[src/rtl/hub75_rx.sv]
// HUB75 panel receiver: synchronizes the panel bus into clk, assembles one row of
// shifted pixels and dumps it into frame memory after each latch strobe.

module hub75_sync #(
  parameter int STAGES = 2
) (
  input  logic clk,
  input  logic rst,
  input  logic d,
  output logic q
);
  logic [STAGES-1:0] ff;

  always_ff @(posedge clk or negedge rst)
    if (!rst) ff <= '0;
    else      ff <= {ff[STAGES-2:0], d};

  assign q = ff[STAGES-1];
endmodule

module hub75_rx #(
  parameter int WIDTH    = 32,
  parameter int ROW_BITS = 2
) (
  input  logic                              clk,
  input  logic                              rst,
  input  logic                              CLK_M,
  input  logic                              R1,
  input  logic                              G1,
  input  logic                              B1,
  input  logic                              R2,
  input  logic                              G2,
  input  logic                              B2,
  input  logic                              A,
  input  logic                              B,
  input  logic                              LAT,
  input  logic                              OE,
  input  logic                              clr_err,
  output logic                              wr_en,
  output logic [ROW_BITS+$clog2(WIDTH)-1:0] wr_addr,
  output logic [5:0]                        wr_data,
  output logic                              row_done,
  output logic                              frame_done,
  output logic                              err_short,
  output logic                              err_long,
  output logic                              err_overrun,
  output logic [15:0]                       blank_cycles
);
  localparam int CB = $clog2(WIDTH);
  localparam int NS = 11;

  typedef enum logic {SHIFT, DUMP} state_t;

  logic [NS-1:0] async_in, sync_in;
  logic          s_clkm, s_lat, s_oe;
  logic [5:0]    s_pix;
  logic [1:0]    s_ba;

  assign async_in = {OE, LAT, B, A, R1, G1, B1, R2, G2, B2, CLK_M};

  genvar gi;
  generate
    for (gi = 0; gi < NS; gi++) begin : g_sync
      hub75_sync #(.STAGES(2)) u_sync (
        .clk (clk),
        .rst (rst),
        .d   (async_in[gi]),
        .q   (sync_in[gi])
      );
    end
  endgenerate

  assign s_clkm = sync_in[0];
  assign s_pix  = sync_in[6:1];
  assign s_ba   = sync_in[8:7];
  assign s_lat  = sync_in[9];
  assign s_oe   = sync_in[10];

  // The chain's reset zeros are not real samples: only arm CLK_M edge detection
  // once a genuine low has propagated through both stages.
  logic       clkm_d3, lat_d3, armed;
  logic [1:0] fill;
  logic       clkm_rise, lat_rise;

  always_ff @(posedge clk or negedge rst)
    if (!rst) begin
      clkm_d3 <= 1'b0;
      lat_d3  <= 1'b0;
      fill    <= '0;
      armed   <= 1'b0;
    end else begin
      clkm_d3 <= s_clkm;
      lat_d3  <= s_lat;
      fill    <= {fill[0], 1'b1};
      armed   <= armed | (fill[1] & ~s_clkm);
    end

  assign clkm_rise = s_clkm & ~clkm_d3 & armed;
  assign lat_rise  = s_lat & ~lat_d3;

  state_t                  state, state_nx;
  logic [CB:0]             cnt, cnt_nx;
  logic                    ovf, ovf_nx;
  logic [WIDTH-1:0][5:0]   rowbuf, rowbuf_nx, snap;
  logic [ROW_BITS-1:0]     row_q;
  logic [CB-1:0]           col;
  logic [15:0]             blank_cnt;
  logic                    lat_take, last_wr;
  logic                    set_short, set_long, set_ovr;

  // Same-cycle capture lands before the latch, so snapshot and error checks use *_nx.
  always_comb begin
    rowbuf_nx = rowbuf;
    cnt_nx    = cnt;
    ovf_nx    = ovf;
    if (clkm_rise) begin
      if (cnt == (CB+1)'(WIDTH)) ovf_nx = 1'b1;
      else begin
        rowbuf_nx[~cnt[CB-1:0]] = s_pix;
        cnt_nx = cnt + 1'b1;
      end
    end
  end

  assign lat_take  = lat_rise && (state == SHIFT);
  assign last_wr   = (state == DUMP) && (col == CB'(WIDTH-1));
  assign set_long  = (clkm_rise && cnt == (CB+1)'(WIDTH)) || (lat_take && ovf_nx);
  assign set_short = lat_take && !ovf_nx && (cnt_nx != (CB+1)'(WIDTH));
  assign set_ovr   = lat_rise && (state == DUMP);

  always_ff @(posedge clk) begin
    rowbuf <= rowbuf_nx;
    if (lat_take) snap <= rowbuf_nx;
  end

  always_ff @(posedge clk or negedge rst)
    if (!rst) begin
      cnt          <= '0;
      ovf          <= 1'b0;
      row_q        <= '0;
      col          <= '0;
      blank_cnt    <= '0;
      blank_cycles <= '0;
      row_done     <= 1'b0;
      frame_done   <= 1'b0;
    end else begin
      cnt        <= lat_take ? '0 : cnt_nx;
      ovf        <= lat_take ? 1'b0 : ovf_nx;
      col        <= (state == DUMP) ? col + 1'b1 : '0;
      row_done   <= last_wr;
      frame_done <= last_wr && (&row_q);
      if (lat_take) begin
        row_q        <= ROW_BITS'(s_ba);
        blank_cycles <= blank_cnt;
        blank_cnt    <= '0;
      end else if (s_oe && blank_cnt != 16'hFFFF) begin
        blank_cnt <= blank_cnt + 1'b1;
      end
    end

  // Error events win over a simultaneous clear.
  always_ff @(posedge clk or negedge rst)
    if (!rst) begin
      err_short   <= 1'b0;
      err_long    <= 1'b0;
      err_overrun <= 1'b0;
    end else begin
      if (set_short)    err_short <= 1'b1;
      else if (clr_err) err_short <= 1'b0;
      if (set_long)     err_long <= 1'b1;
      else if (clr_err) err_long <= 1'b0;
      if (set_ovr)      err_overrun <= 1'b1;
      else if (clr_err) err_overrun <= 1'b0;
    end

  always_ff @(posedge clk or negedge rst)
    if (!rst) state <= SHIFT;
    else      state <= state_nx;

  always_comb begin
    state_nx = state;
    case (state)
      SHIFT:   if (lat_take) state_nx = DUMP;
      DUMP:    if (last_wr)  state_nx = SHIFT;
      default: state_nx = SHIFT;
    endcase
  end

  always_comb begin
    wr_en   = 1'b0;
    wr_addr = '0;
    wr_data = '0;
    if (state == DUMP) begin
      wr_en   = 1'b1;
      wr_addr = {row_q, col};
      wr_data = snap[col];
    end
  end
endmodule

[config.mk]
export PLATFORM = sky130hd
export DESIGN_NAME = hub75_rx
export DESIGN_NICKNAME = d
export VERILOG_FILES = /design/src/rtl/hub75_rx.sv
export SDC_FILE = /design/constraint.sdc
export NUM_CORES = 1
export LEC_CHECK = 0
export CORE_UTILIZATION = 51
export DETAILED_ROUTE_END_ITERATION = 8
export PLACE_DENSITY = 0.68
export SYNTH_ARGS = -nofsm -noshare
export SYNTH_HDL_FRONTEND = slang
export SYNTH_SLANG_ARGS = --single-unit
[constraint.sdc]
create_clock -name clk -period 18.5 [get_ports clk]
set_input_delay 2.775 -clock clk [delete_from_list [all_inputs] [get_ports clk]]
set_output_delay 2.775 -clock clk [all_outputs]
set_load 0.02 [all_outputs]
Yosys cells after proc, flatten, opt, wreduce, memory -nomap -nowiden
Cells that the tools add are included.

operators by class
  add/sub/neg operators = 3
  magnitude comparators = 3
  equality and inequality tests = 4
  mux-type cells = 26
  bitwise operators = 10
  reductions and logical operators = 17

operators with widths
  kind                     number
  $mux W192                2
  $bwmux W192              1
  $mux W6                  6
  $mux W16                 2
  $bmux W6 S5              1
  $demux W6 S5             1
  $add A16 B1 Y16 const B  1
  $ne A16 B16 Y1 const B   1
  $lt A5 B6 Y1 const B     2
  $logic_and A1 B1 Y1      10
  $mux W1                  10
  $reduce_bool A2 Y1       4
  $mux W7                  1
  $add A6 B1 Y6 const B    1
  $eq A6 B6 Y1 const B     1
  $ne A6 B6 Y1 const B     1
  $add A5 B1 Y5 const B    1
  $eq A5 B5 Y1 const B     1
  $ge A5 B1 Y1 const B     1
  $mux W5                  1
  $not A5 Y5               1
  $and A1 B1 Y1            4
  $not A1 Y1               4
  $pmux W1 S2              1
  4 further kinds          4

storage, ports and cells
  register bits after elaboration = 463
  input bits = 14
  word-level logic and storage cells = 154

Depth between registers and ports, before layout
Gate-level depths: netlist of run 1.

  depth after elaboration = 8
  mapped depth = 9
  mapped depth without buffers = 7

Cells and area by module
From an unflattened synthesis of run 1, not the netlist that was laid out.

unflattened totals
  cell total of the unflattened synthesis = 1,029
  area, all modules = 16,923.7 um2

modules (own cells, without submodules)
  module      instances  cells each  area an instance (um2)
  hub75_rx    1          1,007       16,373.2
  hub75_sync  11         2           50.0

Worst setup path before layout of run 1
Ideal clock, no wire load.

  path type = register to register
  from = register state
  to = register snap[0] (netlist name), enable pin
  library setup time = 0.630 ns
  data arrival time = 6.688 ns
  data required time = 17.870 ns
  setup slack = 11.182 ns
  stages on the path, launching flop included = 5
  path buffers = 3
  clock period less this slack = 7.318 ns
  cell sequence = dfrtp_1 -> nor3b_1 -> clkbuf_1 -> clkbuf_1 -> buf_1

on the way
  longest elaborated chain between the ends = 2

RTL lines
  what                    RTL line  text
  start, declared         101       state_t state, state_nx;
  start signal, assigned  178       else state <= state_nx;
  $not A1 Y1              125       assign lat_take = lat_rise && (state == SHIFT);
  $logic_and A1 B1 Y1     125
  via lat_take            108       logic lat_take, last_wr;
  end signal, assigned    133       if (lat_take) snap <= rowbuf_nx;
  end, declared           104       logic [WIDTH-1:0][5:0] rowbuf, rowbuf_nx, snap;

The timed path passes the listed nets, and every way through them passes these cells.
A chain may end at the register's enable or synchronous reset.

Final worst setup path of run 1
  from = register col[0]
  to = output wr_data[3]

on the way
  longest elaborated chain between the ends = 3

RTL lines
  what                           RTL line  text
  start, declared                106       logic [CB-1:0] col;
  start signal, assigned         149       col <= (state == DUMP) ? col + 1'b1 : '0;
  $bmux W6 S5                    196       wr_data = snap[col];
  $mux W6 (implied by the code)  196
  $mux W6                        193       if (state == DUMP) begin
  end, declared                  41        output logic [5:0] wr_data,

No other way between the ends. The select of a mux whose other input is x is not followed.

==> results.yml, run 1 <==
outcome:
  status: "finished, final reports clean"
die:
  fp.dieW_um: 184
  io_pins: 49
  starting_density_of_the_core_pct: 52.0
  die_h_um: 184
  rows: 66
  core_mm2: 0.0326
  die-area_mm2: 0.0340
synth:
  yosysWarningCount: 0
  synth_simple_gate_area_share_pct: 4.65
  yosysUniqueCellTypes: 51
  syn_inst: 1028
  ys_dominant_reg_cell: "edfxtp_1"
  seq_cells_post_synth: 463
  synthMuxAreaShare_pct: 22.0
  synth.yosys.seq_area_share_pct: 68.4
  synthesized_net_count: 1049
  synth_top_family_by_area: "multiplexers"
  proportion_of_register_bits_with_asynchronous_set_or_reset_after_synthesis_pct: 17.1
  synth_area_per_cell_um2: 16.5
  synth_compound_area_share_pct: 1.59
  synth-xor-area-share_pct: 1.14
  synthesized_area_mm2: 0.0169
  synth_area_in_adders_pct: 0.517
  synth_edf_count: 192
sta:
  worst_pin_slew_ns: 1.26
  fmax_mhz: 148
  setup_repair_after_global_routing_missed_its_margin: "no"
  report.final.hold_viol_count: 0
  tns_ns: 0
  worst_path_setup_slack_after_routing_ns: 11.75
  setup_violations: 0
  slew_headroom_pct: 15.9
  fin_crit_ns: 6.75
  finalHoldWorstSlack_ns: 0.344
  post-route-period-util_pct: 36.5
  clock_skew_ns: 0.0151
  final-max-slew-violation-count: 0
drt:
  detailedRoute.firstIterationViolations: 604
  detailroute.via_count: 8561
  number_of_remaining_drc_errors: 0
  wire_per_inst_um: 20.9
  route.detailed.vias_per_inst: 5.48
  ant_nets: 0
  totalWireLength_um: 32600
  drt_pass1_iterations: 4
cts:
  cts_hold_repair.buffers: 0
  clk_latency_ns: 0.54
  numClockSinks: 463
  clockRootBuffer: "clkbuf_16"
  tritoncts: "yes"
  cts-resized-gates: 0
  cts_made_buffers: 47
  number_of_setup_buffers_added_after_cts: 0
  cts.htree.levels: 2
  clock_tree.buffer_depth: 3
  cts.reportedPaths.clkPinSlew_ns: 0.06
job:
  max-cap-violations: 0
placed_design:
  dp_hpwl_um: 19300
  placement.setup.worst_slack_ns: 12.32
  dpl-instance-area_mm2: 0.0178
  port_buffers: 48
  place.gp.congestion: 0.772
worst_setup_path:
  worst-endpoint-arrival_ns: 3.97
  cp-end-kind: "primary output"
  wp_data_required_ns: 15.73
  reg2reg_depth: 4
  critical_path_cell_by_cell: "buf_4, mux4_1, mux4_2, o22ai_1, nor2_1, clkdlybuf4s50_1"
  setup.worst_path.class: "flop to primary output"
  ff2ff_setup_slack_ns: 15.33
  critPathSlowestCell: "buf_4"
  worst-path-max-fanout: 48
  cpPeakStageDelay_ns: 0.70
  critPathLaunchType: "flop"
cells_and_area:
  final_common_cell: "mux2_2"
  nNetsFinal: 1103
  nFillCells: 2480
  drive_gt1_share_pct: 31.1
  final_cell_mix: "228 x mux2_2, 192 x dfxtp_1, 192 x edfxtp_1, 77 x dfrtp_1, 49 x clkbuf_16"
  area_added_between_synthesis_and_finish_pct: 14.2
  antenna-diode-count: 0
  design_area_mm2: 0.0194
pwr:
  power.static_leakage_nw: 7.49
  p_per_area_mw_per_mm2: 150
  worst_ir_drop_vdd_mv: 0.106
grt:
  number_of_global_route_vias_before_repair: 8697
  grt_start_max_net_pins: 167
  overflow: 0
  grt_pass1_wl_um: 50600
  antenna_found_initial: 0
  grtUsageTotal_pct: 20.0
min_path:
  depth_of_the_worst_hold_timing_path: 0
  min-delay-path-class: "flop to flop"
## state kept, by name (all words and copies together), names as in the netlist, 2 cells and up
signal,cells
rowbuf,192
snap,192
g_sync.u_sync.ff,22
blank_cnt,16
blank_cycles,16
cnt,6
col,5
fill,2
row_q,2
## path summary, 6_finish.rpt
check                                        from                endpoint
min                        g_sync[0].u_sync.ff[0]  g_sync[0].u_sync.ff[1]
min reg2reg                g_sync[0].u_sync.ff[0]  g_sync[0].u_sync.ff[1]
max in group asynchronous                     rst                  col[0]
min in group asynchronous                     rst         blank_cycles[6]
max reg2reg                                 state        blank_cycles[12]
max                                        col[0]              wr_data[3]
## metal layers
metal / track usage (%) / share of wire [%] / vias to the layer above / wire [um]
li1: - / - / 3936 / -
met4: 5.40 / 1.6 / 0 / 531
met3: 3.85 / 4.6 / 42 / 1510
met5: 0 / 0 / - / 0
met1: 27.4 / 46 / 4405 / 14900
met2: 32.6 / 48 / 178 / 15700
## cells by family (layout without fill, tap and decap cells)
family	Yosys count	in the layout
XOR/XNOR	22	22
other	1	1
AO/OA/AOI/OAI	37	37
adder cells (fa/ha/maj)	7	7
multiplexers	286	286
AND/OR/NAND/NOR	150	150
flip-flops	463	463
buffers and inverters	62	154
## per-stage QoR
step | power [mW] | util (%) | cells
4_1_cts | 2.93 | 59.3 | 1562
5_1_grt | 3.03 | 59.3 | 1562
2_1_floorplan | 1.80 | - | 1028
3_5_place_dp | 2.00 | 54.6 | 1475
6_report | 2.90 | 59.3 | 1562
3_3_place_gp | 1.98 | 54.6 | 1475
## worst max-delay path: cells and delay by family, from the launching register on
kind / cells / cell delay, ns
buffers and inverters: 2 / 1.24
muxes: 2 / 1.19
DFF: 1 / 0.62
AOI/OAI and AO/OA: 1 / 0.17
and+or+nand+nor: 1 / 0.11
## area by class of cell
type	count	area, um2	share of cell area, %
well taps	442	553	2.86
repair buffers	58	566	2.92
multi-input cells	503	5080	26.2
inverters	9	33.8	0.175
flip-flops and latches	463	11600	59.9
clock buffers	68	1360	7.01
clock inverters	19	175	0.905
## power breakdown
part | internal (mW) | switching, mW
registers | 1.25 | 0.109
logic | 0.317 | 0.298
clock network | 0.552 | 0.370
## synth_stat cells (2+ instances only)
cell type    n  share of area, %
mux2_2     228                15
nand4_1      7              0.26
o21ai_0      7              0.21
mux2i_1     16              0.94
nand3_1     18              0.53
xor2_1      16              0.83
buf_8        2              0.18
mux4_1      16               2.5
a2111oi_0    3              0.16
buf_1        3             0.066
dfrtp_1     79                12
a22o_1       6              0.31
buf_4        4              0.18
a21o_1       2             0.089
and2_1      15              0.55
inv_1        8              0.18
o22ai_1     12              0.44
mux4_2      26               3.5
nor4_1       2             0.074
clkbuf_1    36              0.80
nor3b_1      2             0.089
and3_1       7              0.26
nand3_2      3              0.18
nor2b_1      8              0.30
a32o_1       2              0.12
buf_2        7              0.21
ha_1         7              0.52
edfxtp_1   192                34
and4_1       3              0.16
nor2_1      40              0.89
xnor2_1      6              0.31
nand2_1     35              0.78
dfxtp_1    192                23
No activity file was read; power rests on OpenSTA's default activity.
==> run 2: changes to the inputs <==
Settings changed: PLACE_DENSITY 0.68 to 0.71.
Clock period 18.5 ns to 5.8 ns, I/O delays scaled along.
==> results.yml, run 2 (synthesis gave the netlist of run 1 again) <==
drt:
  number_of_remaining_drc_errors: 0
  wire_per_inst_um: 20.7
  detailedRoute.firstIterationViolations: 568
  detailroute.via_count: 8514
  totalWireLength_um: 32200
  drt_pass1_iterations: 5
  ant_nets: 0
  route.detailed.vias_per_inst: 5.46
cts:
  clock_tree.buffer_depth: 3
  numClockSinks: 463
  number_of_setup_buffers_added_after_cts: 0
  cts.reportedPaths.clkPinSlew_ns: 0.06
  cts_hold_repair.buffers: 0
  clk_latency_ns: 0.55
  cts_made_buffers: 47
  tritoncts: "yes"
  clockRootBuffer: "clkbuf_16"
  cts-resized-gates: 0
  cts.htree.levels: 2
sta:
  setup_repair_after_global_routing_missed_its_margin: "no"
  slew_headroom_pct: 22.6
  clock_skew_ns: 0.0164
  final-max-slew-violation-count: 0
  post-route-period-util_pct: 77.4
  setup_violations: 0
  fmax_mhz: 223
  tns_ns: 0
  worst_pin_slew_ns: 1.16
  report.final.hold_viol_count: 0
  fin_crit_ns: 4.49
cells_and_area:
  area_added_between_synthesis_and_finish_pct: 14.7
  nNetsFinal: 1102
  drive_gt1_share_pct: 31.7
  nFillCells: 2403
  final_cell_mix: "228 x mux2_2, 192 x dfxtp_1, 192 x edfxtp_1, 77 x dfrtp_1, 49 x clkbuf_16"
  final_common_cell: "mux2_2"
  seq_area_mm2: 0.0116
  antenna-diode-count: 0
  multiInputGateArea_mm2: 0.00508
  reg_top3: "rowbuf (192), snap (192), g_sync.u_sync.ff (22)"
pwr:
  internal-power_mw: 6.87
  clock_power_share_pct: 32.8
  sw_pwr_mw: 2.50
  worst_ir_drop_vdd_mv: 0.386
  combinationalPowerShare_pct: 20.3
  p_per_area_mw_per_mm2: 482
  power.static_leakage_nw: 7.51
  totalPowerFinal_mw: 9.37
  part_of_the_power_in_registers_pct: 46.9
  sw_frac_of_total_pct: 26.7
job:
  max-cap-violations: 0
die:
  fp.dieW_um: 184
  core_mm2: 0.0326
  starting_density_of_the_core_pct: 52.0
  die_h_um: 184
  die-area_mm2: 0.0340
  rows: 66
  io_pins: 49
grt:
  grt_pass1_wl_um: 50300
  grt_start_max_net_pins: 125
  number_of_global_route_vias_before_repair: 8815
  antenna_found_initial: 1
  grtUsageTotal_pct: 19.7
  overflow: 0
outcome:
  status: "finished, final reports clean"
worst_setup_path:
  wp_data_required_ns: 4.93
  critPathLaunchType: "flop"
  worst-endpoint-arrival_ns: 3.62
  setup.worst_path.class: "flop to primary output"
  worst-path-max-fanout: 42
  cp-end-kind: "primary output"
placed_design:
  dp_hpwl_um: 19600
  port_buffers: 48
  place.gp.congestion: 0.809
min_path:
  min-delay-path-class: "primary input to async pin"
==> run 2: cell types whose count changed in the layout (fill, tap and decap cells not counted) <==
cell / before / now
clkinv_4: 2 / 1
clkinv_1: 3 / 4
clkinvlp_4: 0 / 5
clkbuf_1: 13 / 4
clkinv_2: 12 / 14
buf_4: 10 / 8
clkbuf_8: 6 / 4
buf_12: 1 / 2
bufinv_16: 3 / 6
==> run 2: worst paths after layout <==
| check | cells past startpoint | start | slack (ns) | to |
|---|---|---|---|---|
| max | 6 | col[0] | 1.31 | wr_data[0] |
| min | 1 | rst | 0.30 | blank_cycles[6] |
| max reg2reg | 6 | cnt[0] | 3.10 | snap[42] |
| min reg2reg | 0 | g_sync[4].u_sync.ff[0] | 0.35 | g_sync[4].u_sync.ff[1] |
| max in group asynchronous | 2 | rst | 4.56 | g_sync[9].u_sync.ff[1] |
| min in group clk | 0 | g_sync[4].u_sync.ff[0] | 0.35 | g_sync[4].u_sync.ff[1] |
==> run 2: area by class of cell <==
| class | instances | area share [%] |
|---|---|---|
| sequential | 463 | 59.6 |
| multi-input combinational | 503 | 26.1 |
| clock buffer | 57 | 6.67 |
| timing repair buffer | 57 | 2.94 |
| tap | 442 | 2.85 |
| clock inverter | 29 | 1.58 |
| inverter | 9 | 0.174 |
==> run 2: worst max-delay path, stage by stage, from the launching register on <==
cell,delay (ns)
dfrtp_4,0.92
buf_4,0.47
mux4_2,0.54
mux2_2,0.27
o22ai_1,0.20
nor2_1,0.12
clkdlybuf4s50_1,0.55
==> run 2: power by group through the flow <==
stage / combinational [mW] / clock (mW) / sequential (mW)
after detailed placement: 1.91 / 0 / 4.46
after CTS: 1.92 / 3.13 / 4.40
final: 1.91 / 3.07 / 4.39
after floorplan: 1.52 / 0 / 4.22
after global placement: 1.86 / 0 / 4.44
after global routing: 2.06 / 3.27 / 4.46
==> run 2: metal layers <==
metal	vias to the layer above	part of all wire, %	GRT usage (%)
li1	3923	-	-
met1	4364	45	27.0
met2	172	48	32.3
met3	55	4.6	3.42
met4	0	2.3	5.83
met5	-	0	0
==> run 2: through the flow <==
stage          cell area, um2  setup slack, ns  hold WS [ns]  instances  util (%)
3_3_place_gp            17800             1.86         0.332       1474      54.7
2_1_floorplan           17000             1.29         0.331       1028         -
4_1_cts                 19400             1.25         0.309       1560      59.6
5_1_grt                 19400             1.13         0.327       1560      59.6
6_report                19400             1.31         0.299       1560      59.6
3_5_place_dp            17800             1.85         0.335       1474      54.7
